===== config.mk =====
export PLATFORM = sky130hd
export DESIGN_NAME = sd4_mac_acc
export DESIGN_NICKNAME = d
export VERILOG_FILES = /design/src/rtl/sd4_mac_acc.sv
export SDC_FILE = /design/constraint.sdc
export NUM_CORES = 2
export LEC_CHECK = 0
export ABC_CLOCK_PERIOD_IN_PS = 10620
export CAP_MARGIN = 20
export CORE_UTILIZATION = 64
export CTS_CLUSTER_DIAMETER = 60
export CTS_CLUSTER_SIZE = 40
export DETAILED_ROUTE_END_ITERATION = 16
export GPL_ROUTABILITY_DRIVEN = 0
export PLACE_DENSITY_LB_ADDON = 0.25
export SYNTH_ARGS = -nofsm -noshare
export SYNTH_HDL_FRONTEND = slang
export SYNTH_SLANG_ARGS = --single-unit

===== constraint.sdc =====
create_clock -name clk -period 10.62 [get_ports clk]
set_input_delay 2.124 -clock clk [delete_from_list [all_inputs] [get_ports clk]]
set_output_delay 2.124 -clock clk [all_outputs]
set_load 0.02 [all_outputs]

===== src/rtl/sd4_mac_acc.sv =====
// Streaming N-lane SD4 multiply-accumulate: exact wide accumulation over a
// variable-length dot product, converted to FP16 (round toward zero).
module sd4_mac_acc #(
  parameter int N_LANES = 9,
  parameter int ACC_W   = 32
) (
  input  logic                   clk,
  input  logic                   rst,
  input  logic                   in_valid,
  output logic                   in_ready,
  input  logic                   in_last,
  input  logic [8*N_LANES-1:0]   image,
  input  logic [4*N_LANES-1:0]   weight,
  input  logic [4:0]             exp_bias,
  output logic                   out_valid,
  input  logic                   out_ready,
  output logic [15:0]            out,
  output logic                   out_sat,
  output logic [15:0]            out_beats
);

  localparam int KW = $clog2(ACC_W);
  localparam logic signed [ACC_W:0] ACC_MAX = {2'b00, {(ACC_W-1){1'b1}}};
  localparam logic signed [ACC_W:0] ACC_MIN = -ACC_MAX;

  logic en;

  // S1: input register
  logic                 s1_valid_q, s1_valid_d;
  logic                 s1_last_q, s1_last_d;
  logic [8*N_LANES-1:0] s1_image_q, s1_image_d;
  logic [4*N_LANES-1:0] s1_weight_q, s1_weight_d;
  logic [4:0]           s1_bias_q, s1_bias_d;

  // S2: lane sum
  logic             s2_valid_q, s2_valid_d;
  logic             s2_last_q, s2_last_d;
  logic [4:0]       s2_bias_q, s2_bias_d;
  logic [ACC_W-1:0] s2_sum_q, s2_sum_d;

  // S3: running accumulator and end-of-dot-product snapshot
  logic             acc_sat_q, acc_sat_d;
  logic [ACC_W-1:0] acc_q, acc_d;
  logic [15:0]      cnt_q, cnt_d;
  logic             s3_valid_q, s3_valid_d;
  logic [ACC_W-1:0] s3_acc_q, s3_acc_d;
  logic             s3_sat_q, s3_sat_d;
  logic [15:0]      s3_beats_q, s3_beats_d;
  logic [4:0]       s3_bias_q, s3_bias_d;

  // Conversion front half: magnitude and leading-one position
  logic             cv_valid_q, cv_valid_d;
  logic             cv_sign_q, cv_sign_d;
  logic             cv_zero_q, cv_zero_d;
  logic             cv_sat_q, cv_sat_d;
  logic [ACC_W-1:0] cv_mag_q, cv_mag_d;
  logic [KW-1:0]    cv_k_q, cv_k_d;
  logic [15:0]      cv_beats_q, cv_beats_d;
  logic [4:0]       cv_bias_q, cv_bias_d;

  // Output register
  logic        out_valid_q, out_valid_d;
  logic [15:0] out_q, out_d;
  logic        out_sat_q, out_sat_d;
  logic [15:0] out_beats_q, out_beats_d;

  assign en        = !(out_valid_q && !out_ready);
  assign in_ready  = en && !rst;
  assign out_valid = out_valid_q;
  assign out       = out_q;
  assign out_sat   = out_sat_q;
  assign out_beats = out_beats_q;

  // Per-lane product (-1)^sign * sig * w * 2^sh, exact in 22 signed bits
  logic [N_LANES-1:0][21:0] lane_p;

  for (genvar gi = 0; gi < N_LANES; gi++) begin : g_lane
    logic              sgn;
    logic [3:0]        e;
    logic [2:0]        m;
    logic [3:0]        w;
    logic [3:0]        sig;
    logic [3:0]        sh;
    logic signed [8:0] sw;
    logic [21:0]       prod;
    assign sgn  = s1_image_q[8*gi+7];
    assign e    = s1_image_q[8*gi+3 +: 4];
    assign m    = s1_image_q[8*gi +: 3];
    assign w    = s1_weight_q[4*gi +: 4];
    assign sig  = {(e != 4'd0), m};
    assign sh   = (e != 4'd0) ? e - 4'd1 : 4'd0;
    assign sw   = $signed({5'b0, sig}) * $signed({{5{w[3]}}, w});
    assign prod = {{13{sw[8]}}, sw} << sh;
    assign lane_p[gi] = sgn ? -prod : prod;
  end

  logic [ACC_W-1:0] lane_sum;

  always_comb begin
    lane_sum = '0;
    for (int i = 0; i < N_LANES; i++) begin
      lane_sum = lane_sum + ACC_W'($signed(lane_p[i]));
    end
  end

  always_comb begin
    s1_valid_d  = s1_valid_q;
    s1_last_d   = s1_last_q;
    s1_image_d  = s1_image_q;
    s1_weight_d = s1_weight_q;
    s1_bias_d   = s1_bias_q;
    s2_valid_d  = s2_valid_q;
    s2_last_d   = s2_last_q;
    s2_bias_d   = s2_bias_q;
    s2_sum_d    = s2_sum_q;
    if (en) begin
      s1_valid_d  = in_valid;
      s1_last_d   = in_last;
      s1_image_d  = image;
      s1_weight_d = weight;
      s1_bias_d   = exp_bias;
      s2_valid_d  = s1_valid_q;
      s2_last_d   = s1_last_q;
      s2_bias_d   = s1_bias_q;
      s2_sum_d    = lane_sum;
    end
  end

  logic signed [ACC_W:0] sum_wide;
  logic [ACC_W-1:0]      acc_new;
  logic                  ovf;
  logic [15:0]           cnt_new;

  always_comb begin
    sum_wide = {acc_q[ACC_W-1], acc_q} + {s2_sum_q[ACC_W-1], s2_sum_q};
    ovf      = 1'b0;
    acc_new  = sum_wide[ACC_W-1:0];
    if (sum_wide > ACC_MAX) begin
      acc_new = ACC_MAX[ACC_W-1:0];
      ovf     = 1'b1;
    end else if (sum_wide < ACC_MIN) begin
      acc_new = ACC_MIN[ACC_W-1:0];
      ovf     = 1'b1;
    end
    cnt_new = (cnt_q == 16'hFFFF) ? cnt_q : cnt_q + 16'd1;
  end

  always_comb begin
    acc_d      = acc_q;
    acc_sat_d  = acc_sat_q;
    cnt_d      = cnt_q;
    s3_valid_d = s3_valid_q;
    s3_acc_d   = s3_acc_q;
    s3_sat_d   = s3_sat_q;
    s3_beats_d = s3_beats_q;
    s3_bias_d  = s3_bias_q;
    if (en) begin
      s3_valid_d = 1'b0;
      if (s2_valid_q) begin
        if (s2_last_q) begin
          // Hand the finished dot product on and start the next one from zero
          s3_valid_d = 1'b1;
          s3_acc_d   = acc_new;
          s3_sat_d   = acc_sat_q | ovf;
          s3_beats_d = cnt_new;
          s3_bias_d  = s2_bias_q;
          acc_d      = '0;
          acc_sat_d  = 1'b0;
          cnt_d      = '0;
        end else begin
          acc_d     = acc_new;
          acc_sat_d = acc_sat_q | ovf;
          cnt_d     = cnt_new;
        end
      end
    end
  end

  logic [ACC_W-1:0] abs_acc;
  logic [KW-1:0]    lead_k;

  always_comb begin
    abs_acc = s3_acc_q[ACC_W-1] ? -s3_acc_q : s3_acc_q;
    lead_k  = '0;
    for (int i = 0; i < ACC_W; i++) begin
      if (abs_acc[i]) lead_k = KW'(i);
    end
  end

  always_comb begin
    cv_valid_d = cv_valid_q;
    cv_sign_d  = cv_sign_q;
    cv_zero_d  = cv_zero_q;
    cv_sat_d   = cv_sat_q;
    cv_mag_d   = cv_mag_q;
    cv_k_d     = cv_k_q;
    cv_beats_d = cv_beats_q;
    cv_bias_d  = cv_bias_q;
    if (en) begin
      cv_valid_d = s3_valid_q;
      cv_sign_d  = s3_acc_q[ACC_W-1];
      cv_zero_d  = (s3_acc_q == '0);
      cv_sat_d   = s3_sat_q;
      cv_mag_d   = abs_acc;
      cv_k_d     = lead_k;
      cv_beats_d = s3_beats_q;
      cv_bias_d  = s3_bias_q;
    end
  end

  int          exp_i;
  logic [9:0]  norm_mant;
  logic [9:0]  sub_mant;
  logic [15:0] fp16;

  always_comb begin
    exp_i     = int'(cv_k_q) - int'(cv_bias_q) + 15;
    // Normal: the ten bits just below the leading one, zero-filled past bit 0
    norm_mant = 10'({cv_mag_q, 10'b0} >> cv_k_q);
    if (cv_bias_q <= 5'd24) begin
      sub_mant = 10'({10'b0, cv_mag_q} << (5'd24 - cv_bias_q));
    end else begin
      sub_mant = 10'({10'b0, cv_mag_q} >> (cv_bias_q - 5'd24));
    end
    if (cv_sat_q) begin
      fp16 = {cv_sign_q, 5'h1F, 10'h000};
    end else if (cv_zero_q) begin
      fp16 = 16'h0000;
    end else if (exp_i >= 31) begin
      fp16 = {cv_sign_q, 5'h1F, 10'h000};
    end else if (exp_i >= 1) begin
      fp16 = {cv_sign_q, 5'(exp_i), norm_mant};
    end else begin
      fp16 = {cv_sign_q, 5'h00, sub_mant};
    end
  end

  always_comb begin
    out_valid_d = out_valid_q;
    out_d       = out_q;
    out_sat_d   = out_sat_q;
    out_beats_d = out_beats_q;
    if (en) begin
      out_valid_d = cv_valid_q;
      if (cv_valid_q) begin
        out_d       = fp16;
        out_sat_d   = cv_sat_q;
        out_beats_d = cv_beats_q;
      end
    end
  end

  always_ff @(posedge clk) begin
    if (rst) begin
      s1_valid_q  <= 1'b0;
      s2_valid_q  <= 1'b0;
      s3_valid_q  <= 1'b0;
      cv_valid_q  <= 1'b0;
      acc_q       <= '0;
      acc_sat_q   <= 1'b0;
      cnt_q       <= '0;
      out_valid_q <= 1'b0;
      out_q       <= '0;
      out_sat_q   <= 1'b0;
      out_beats_q <= '0;
    end else begin
      s1_valid_q  <= s1_valid_d;
      s2_valid_q  <= s2_valid_d;
      s3_valid_q  <= s3_valid_d;
      cv_valid_q  <= cv_valid_d;
      acc_q       <= acc_d;
      acc_sat_q   <= acc_sat_d;
      cnt_q       <= cnt_d;
      out_valid_q <= out_valid_d;
      out_q       <= out_d;
      out_sat_q   <= out_sat_d;
      out_beats_q <= out_beats_d;
    end
  end

  // Payload registers are qualified by the valids above and need no reset
  always_ff @(posedge clk) begin
    s1_last_q   <= s1_last_d;
    s1_image_q  <= s1_image_d;
    s1_weight_q <= s1_weight_d;
    s1_bias_q   <= s1_bias_d;
    s2_last_q   <= s2_last_d;
    s2_bias_q   <= s2_bias_d;
    s2_sum_q    <= s2_sum_d;
    s3_acc_q    <= s3_acc_d;
    s3_sat_q    <= s3_sat_d;
    s3_beats_q  <= s3_beats_d;
    s3_bias_q   <= s3_bias_d;
    cv_sign_q   <= cv_sign_d;
    cv_zero_q   <= cv_zero_d;
    cv_sat_q    <= cv_sat_d;
    cv_mag_q    <= cv_mag_d;
    cv_k_q      <= cv_k_d;
    cv_beats_q  <= cv_beats_d;
    cv_bias_q   <= cv_bias_d;
  end

endmodule


== After elaboration in Yosys (flattened, before gate mapping) ==
Index checks and enable logic that the tools add are counted.

* $add $sub $neg: 33
* $mul: 9
* Divide/modulo/power cells: 0
* Order comparisons: 5
* Eq/ne operators: 1
* Shift-type cells: 12
* Mux-type cells: 64
* Bitwise operators: 2
* Reduce and logical (&&, ||, !) cells: 22

{| class="wikitable"
|+ Operators by type and width
! cell !! count
|-
| 22-bit two-way mux || 9
|-
| 22-bit negator || 9
|-
| 22-bit by 4-bit left shift with 22-bit output || 9
|-
| 32-bit two-way mux || 4
|-
| 5-bit by 4-bit multiplier with 9-bit output || 9
|-
| 5-bit two-way mux || 14
|-
| 4-bit two-way mux || 17
|-
| 16-bit two-way mux || 4
|-
| 42-bit by 5-bit >> shifter with 10-bit output || 1
|-
| 4-bit nonzero test || 9
|-
| 4-bit by 1-bit subtractor with 4-bit output (second input constant) || 9
|-
| 32-bit by 30-bit adder with 33-bit output || 1
|-
| 33-bit by 32-bit greater-than comparator with 1-bit output (second input constant) || 1
|-
| 33-bit by 32-bit less-than comparator with 1-bit output (second input constant) || 1
|-
| 32-bit logical NOT || 1
|-
| 32-bit negator || 1
|-
| 32-bit by 5-bit left shift with 10-bit output || 1
|-
| 32-bit by 5-bit >> shifter with 10-bit output || 1
|-
| 29-bit by 22-bit adder with 30-bit output || 1
|-
| 15-bit two-way mux || 2
|-
| 28-bit by 22-bit adder with 29-bit output || 1
|-
| 27-bit by 22-bit adder with 28-bit output || 1
|-
| 26-bit by 22-bit adder with 27-bit output || 1
|-
| 25-bit by 22-bit adder with 26-bit output || 1
|-
| 26 further kinds || 40
|}

* Flip-flop bits (word level): 352
* Bits in latches: 0
* RAM bits: 0
* ROM bits: 0
* Input bits: 118
* Output and inout port bits: 35
* Word-level logic and storage cells: 181
* Memories kept: 0

== Longest topological paths before layout ==
* Word-level depth: 32
* Depth in mapped cells: 39
* Mapped depth without buffers: 38

== Worst setup path before layout ==
OpenSTA, ideal clock, no wires.

* Path kind: register to register
* From: register s1_image_q[35]
* To: register s2_sum_q[25] (data pin)
* Setup time: 0.265 ns
* Data arrival time: 9.347 ns
* Required time: 10.355 ns
* Setup slack: 1.008 ns
* Cell stages (with the launch flop): 37
* Buffers on the path: 1
* Clock period less this slack: 9.612 ns
* Cell sequence: edfxtp_1 inv_1 ha_1 or3b_2 clkbuf_1 and2_1 fa_1 ha_1 ha_1 ha_1 a21o_1 a21oi_1 nor4_1 nor3_1 o211ai_1 a31oi_1 a41o_1 and3b_1 nand3_1 o21ai_0 xnor2_1 fa_1 fa_1 fa_1 inv_1 fa_1 inv_1 ha_1 o21a_1 o21a_1 o21ai_0 a41oi_1 o41a_1 a41oi_1 a21o_1 o21ai_0 xor2_1

* Word-level cells in the longest chain between the ends: 10
* Elaborated cells between the ends (all ways): 12
* Those cells by class: 7 x add/sub; 1 x mul; 1 x shift; 2 x mux; 1 x reduce/logical

{| class="wikitable"
|+ Ends and longest elaborated chain
! what !! line !! RTL
|-
| from (decl) || 31 || <nowiki>logic [8*N_LANES-1:0] s1_image_q, s1_image_d;</nowiki>
|-
| from (signal assigned) || 284 || <nowiki>s1_image_q <= s1_image_d;</nowiki>
|-
| 4-bit nonzero test or 4-bit by 1-bit subtractor with 4-bit output (tied branches) || 90, 91 ||
|-
| 5-bit by 4-bit multiplier with 9-bit output or 4-bit two-way mux (tied branches) || 92, 91 ||
|-
| 22-bit by 4-bit left shift with 22-bit output (*) || 93 || <nowiki>assign prod = {{13{sw[8]}}, sw} << sh;</nowiki>
|-
| 22-bit negator || 94 || <nowiki>assign lane_p[gi] = sgn ? -prod : prod;</nowiki>
|-
| 22-bit two-way mux (*) || 94 ||
|-
| 25-bit by 22-bit adder with 26-bit output (*) || 102 || <nowiki>lane_sum = lane_sum + ACC_W'($signed(lane_p[i]));</nowiki>
|-
| 26-bit by 22-bit adder with 27-bit output (*) || 102 ||
|-
| 27-bit by 22-bit adder with 28-bit output (*) || 102 ||
|-
| 28-bit by 22-bit adder with 29-bit output (*) || 102 ||
|-
| 29-bit by 22-bit adder with 30-bit output (*) || 102 ||
|-
| named net lane_sum[25] || 97 || <nowiki>logic [ACC_W-1:0] lane_sum;</nowiki>
|-
| to (signal assigned) || 289 || <nowiki>s2_sum_q <= s2_sum_d;</nowiki>
|-
| to (decl) || 39 || <nowiki>logic [ACC_W-1:0] s2_sum_q, s2_sum_d;</nowiki>
|}

The timed path passes the listed nets; every way through them passes the cells marked *.
A chain may end at the register's enable or synchronous reset.

== Worst setup path after layout ==
* From: register s1_image_q[27]
* To: register, netlist name s2_sum_q[29]

* Word-level cells in the longest chain between the ends: 11
* Elaborated cells between the ends (all ways): 13
* Those cells by class: 8 x add/sub; 1 x mul; 1 x shift; 2 x mux; 1 x reduce/logical

{| class="wikitable"
|+ Ends and longest elaborated chain
! what !! line
|-
| 4-bit nonzero test or 4-bit by 1-bit subtractor with 4-bit output (tied branches) || 90, 91
|-
| 5-bit by 4-bit multiplier with 9-bit output or 4-bit two-way mux (tied branches) || 92, 91
|-
| 22-bit by 4-bit left shift with 22-bit output (*) || 93
|-
| 22-bit negator || 94
|-
| 22-bit two-way mux (*) || 94
|-
| 24-bit by 22-bit adder with 25-bit output (*) || 102
|-
| 25-bit by 22-bit adder with 26-bit output (*) || 102
|-
| 26-bit by 22-bit adder with 27-bit output (*) || 102
|-
| 27-bit by 22-bit adder with 28-bit output (*) || 102
|-
| 28-bit by 22-bit adder with 29-bit output (*) || 102
|-
| 29-bit by 22-bit adder with 30-bit output (*) || 102
|-
| named net lane_sum[29] || 97
|}

Marked as above.

==> impl_summary.txt <==
----------------------------------------------------
[Run status]
  Run status ... finished, violations left
  Violations in the final reports ... design-rule violations

[Routing]
  Post-route ant nets ... 0
  WL met1 ... 39500 µm
  Remaining design rule violation count ... 11
  Routed length on met2 ... 45300 µm
  DR top layer ... met4
  Length of routed met3 wiring ... 6620 µm
  DRT Pass-1 Iters ... 14
  1st-iter DRT viols ... 3507
  DR WL/cell ... 18.3 µm
  WL final ... 96100 µm
  Ratio of routed vias to standard cells ... 6.29
  Via count ... 33100

[Global routing]
  Wire length of the first global-routing pass ... 156000 µm
  Largest net degree at the start of global routing ... 111
  Number of antenna violations at the first check in global routing ... 0
  Global-route congestion overflow total ... 0
  Total track usage ... 31.4%
  Number of global-route vias before repair ... 31300

[Placement]
  Post-detailed-placement half-perimeter wirelength ... 74300 µm
  Placement Setup Slack ... 0.378 ns
  Count of buffers inserted at the top-level ports ... 152
  Number of cells in the design after placement ... 5203

[CTS]
  H-tree lvl count ... 1
  CTS Buffer Depth ... 3
  Worst-skew pair later-pin latency ... 0.65 ns
  CTS Sinks ... 352
  Hold-fix buffers, CTS ... 0
  Clock tree from TritonCTS ... done
  CTS Root Buffer Type ... clkbuf_16
  CTS clk-pin slew, worst paths ... 0.12 ns
  TritonCTS buffer count ... 30

[Yosys]
  Primary flip-flop cell chosen by synthesis mapping ... edfxtp_1
  Net count after synthesis ... 5001
  Yosys cell types ... 102
  Async S/R FF share, synth ... 0%
  Synth Cell Area ... 38500 µm²
  Post-synthesis average cell area ... 8.69 µm²
  Count of synthesis-stage warnings from yosys ... 0
  Sequential fraction of the synthesis area ... 25.2%
  Count of flip-flops with a built-in enable after synthesis ... 265
  Post-synthesis cell count ... 4428
  Flops & latches, synth ... 352

[Floorplan]
  Die width ... 247 µm
  Area of the die ... 61100 µm²
  Effective utilization at floorplan ... 65.0%
  Die boundary height ... 247 µm
  Std cell rows ... 89
  Core region area ... 59200 µm²
  Number of primary I/O pins ... 153

[Cells and area]
  Synthesis-to-layout area growth ... 9.04%
  Number of standard cells in the layout, taps in and fillers out ... 5263
  Antenna diode count ... 0
  Fraction of final layout cells with drive strength greater than 1 ... 5.97%
  Fillers ... 4666
  Core utilization of the finished layout ... 70.9%
  # nets final ... 5039

[Hold path]
  Class of the worst hold path ... flip-flop to flip-flop

[Worst setup path]
  Crit Path Category ... flip-flop to flip-flop
  Dominant cell type by count on the critical path ... fa_1
  Startpoint kind of the worst setup timing path ... flip-flop
  Data required time at the worst endpoint ... 11.00 ns
  Top fanout value on the critical path ... 9
  Critical Path Sink Type ... flip-flop
  Arrival time at the worst endpoint ... 10.55 ns
  Delay of the slowest cell on the worst path ... 0.69 ns
  Library cell contributing the largest single delay on the critical path ... or4b_2

[STA]
  Clock Skews ... 0.0602 ns
  Sum Neg Setup Slack ... 0 ns
  Final Max Slew Viols ... 0
  Transition time at the pin with the least slew margin ... 1.10 ns
  Final min period ... 10.17 ns
  Max Fclk ... 98.3 MHz
  Post-route worst setup slack ... 0.449 ns
  Final setup violating endpoints ... 0
  Worst max-slew margin expressed relative to the limit ... 25.7%
  Final worst-path cycle share ... 95.8%
  Hold Vio Cnt, Final ... 0

[Flow run]
  # Max-Cap Violations ... 0

----------------------------------------------------
final timing paths:
check	startpoint	slack [ns]	end	cells past startpoint
max	s1_image_q[27]$_DFFE_PN_	0.45	s2_sum_q[29]$_DFFE_PN_	34
min	s3_beats_q[2]$_DFFE_PP_	0.42	cv_beats_q[2]$_DFFE_PN_	0
max reg2reg	s1_image_q[27]$_DFFE_PN_	0.45	s2_sum_q[29]$_DFFE_PN_	34
min reg2reg	s3_beats_q[2]$_DFFE_PP_	0.42	cv_beats_q[2]$_DFFE_PN_	0
critical path, delay by kind of cell, from the launching register on:
kind | cells | cell delay (ns)
buffers and inverters | 6 | 0.51
AND/OR/NAND/NOR | 10 | 2.67
adder cells (fa/ha/maj) | 10 | 4.08
multiplexers | 1 | 0.52
XOR/XNOR | 1 | 0.23
AO/OA/AOI/OAI | 6 | 1.43
flip-flops | 1 | 0.50
Yosys cell counts, drive strengths merged (25+ instances only):
cell    number  area [µm²]
o31ai       62         484
nand2      456        1710
mux4        39         878
buf         29         134
nor2b       51         319
dfxtp       87        1740
or2         25         156
o21a        52         390
nand3       99         495
inv        352        1320
clkbuf     157         589
mux2        44         495
a21oi      268        1350
a211oi      44         335
maj3        25         250
nand2b      67         427
a221o       30         300
o211ai      45         338
a22oi       29         218
and2        90         563
fa         204        4080
xor2        98         866
ha         251        3140
o21ai      318        1590
nor2       371        1390
xnor2      177        1550
or3         32         200
a31oi       63         400
edfxtp     265        7960
nor3        87         450
a21o        48         360
mux2i      105        1050
kinds of logic after synthesis:
group                    share of synthesized area [%]
buffers and inverters                             5.33
flip-flops                                        25.2
adder cells (fa/ha/maj)                           19.4
multiplexers                                      6.30
AO/OA/AOI/OAI                                     19.7
XOR/XNOR                                          6.28
AND/OR/NAND/NOR                                   17.8
routing by layer:
layer	up-vias	GRT usage, %
met2	1336	52.5
li1	16000	-
met4	0	14.3
met1	15500	40.1
met5	-	0
met3	272	4.75
placed cells by master (no fill, tap or decap), types with 32 or more instances in the layout:
| master | instances |
|---|---|
| nor2_1 | 370 |
| a211oi_1 | 42 |
| a31oi_1 | 59 |
| ha_1 | 251 |
| or3_1 | 32 |
| and2_1 | 89 |
| mux4_2 | 39 |
| o21ai_0 | 298 |
| o31ai_1 | 59 |
| nand2b_1 | 66 |
| xor2_1 | 97 |
| o211ai_1 | 45 |
| a21oi_1 | 262 |
| fa_1 | 204 |
| edfxtp_1 | 265 |
| buf_4 | 40 |
| mux2i_1 | 104 |
| a21o_1 | 48 |
| mux2_2 | 44 |
| dfxtp_1 | 87 |
| clkdlybuf4s50_1 | 151 |
| nor2b_1 | 51 |
| nor3_1 | 82 |
| nand3_1 | 98 |
| xnor2_1 | 177 |
| nand2_1 | 456 |
| o21a_1 | 52 |
| inv_1 | 351 |
state kept, by name (all words and copies together), names as in the netlist, 16 cells and up:
| name | count |
|---|---|
| s1_weight_q | 36 |
| s2_sum_q | 30 |
| s1_image_q | 72 |
| s3_acc_q | 32 |
| out | 16 |
| cv_beats_q | 16 |
| cv_mag_q | 32 |
| acc_q | 32 |
| out_beats | 16 |
| s3_beats_q | 16 |
| cnt_q | 16 |
per-stage QoR:
stage | cell area (µm²) | hold WS, ns
3_3_place_gp | 40600 | 0.401
5_1_grt | 42000 | 0.423
2_1_floorplan | 38500 | 0.400
4_1_cts | 41800 | 0.418
6_report | 42000 | 0.419
3_5_place_dp | 40600 | 0.405
what timing repair did:
action / in CTS / in global routing
setup buffers: 0 / 4
setup endpoints to repair: 0 / 10
resized for setup: 0 / 26
final cells by class:
| type | instances | area [µm²] | area share, % |
|---|---|---|---|
| multi-input cells | 3536 | 26900 | 64.0 |
| flip-flops and latches | 352 | 9700 | 23.1 |
| repair buffers | 192 | 1820 | 4.33 |
| inverters | 354 | 1340 | 3.18 |
| well taps | 773 | 967 | 2.30 |
| clock buffers | 32 | 779 | 1.86 |
| clock inverters | 24 | 493 | 1.17 |
Power is left out: the tool's default activity adds up to more than one toggle a clock period on the data nets, which glitch-free logic cannot reach.
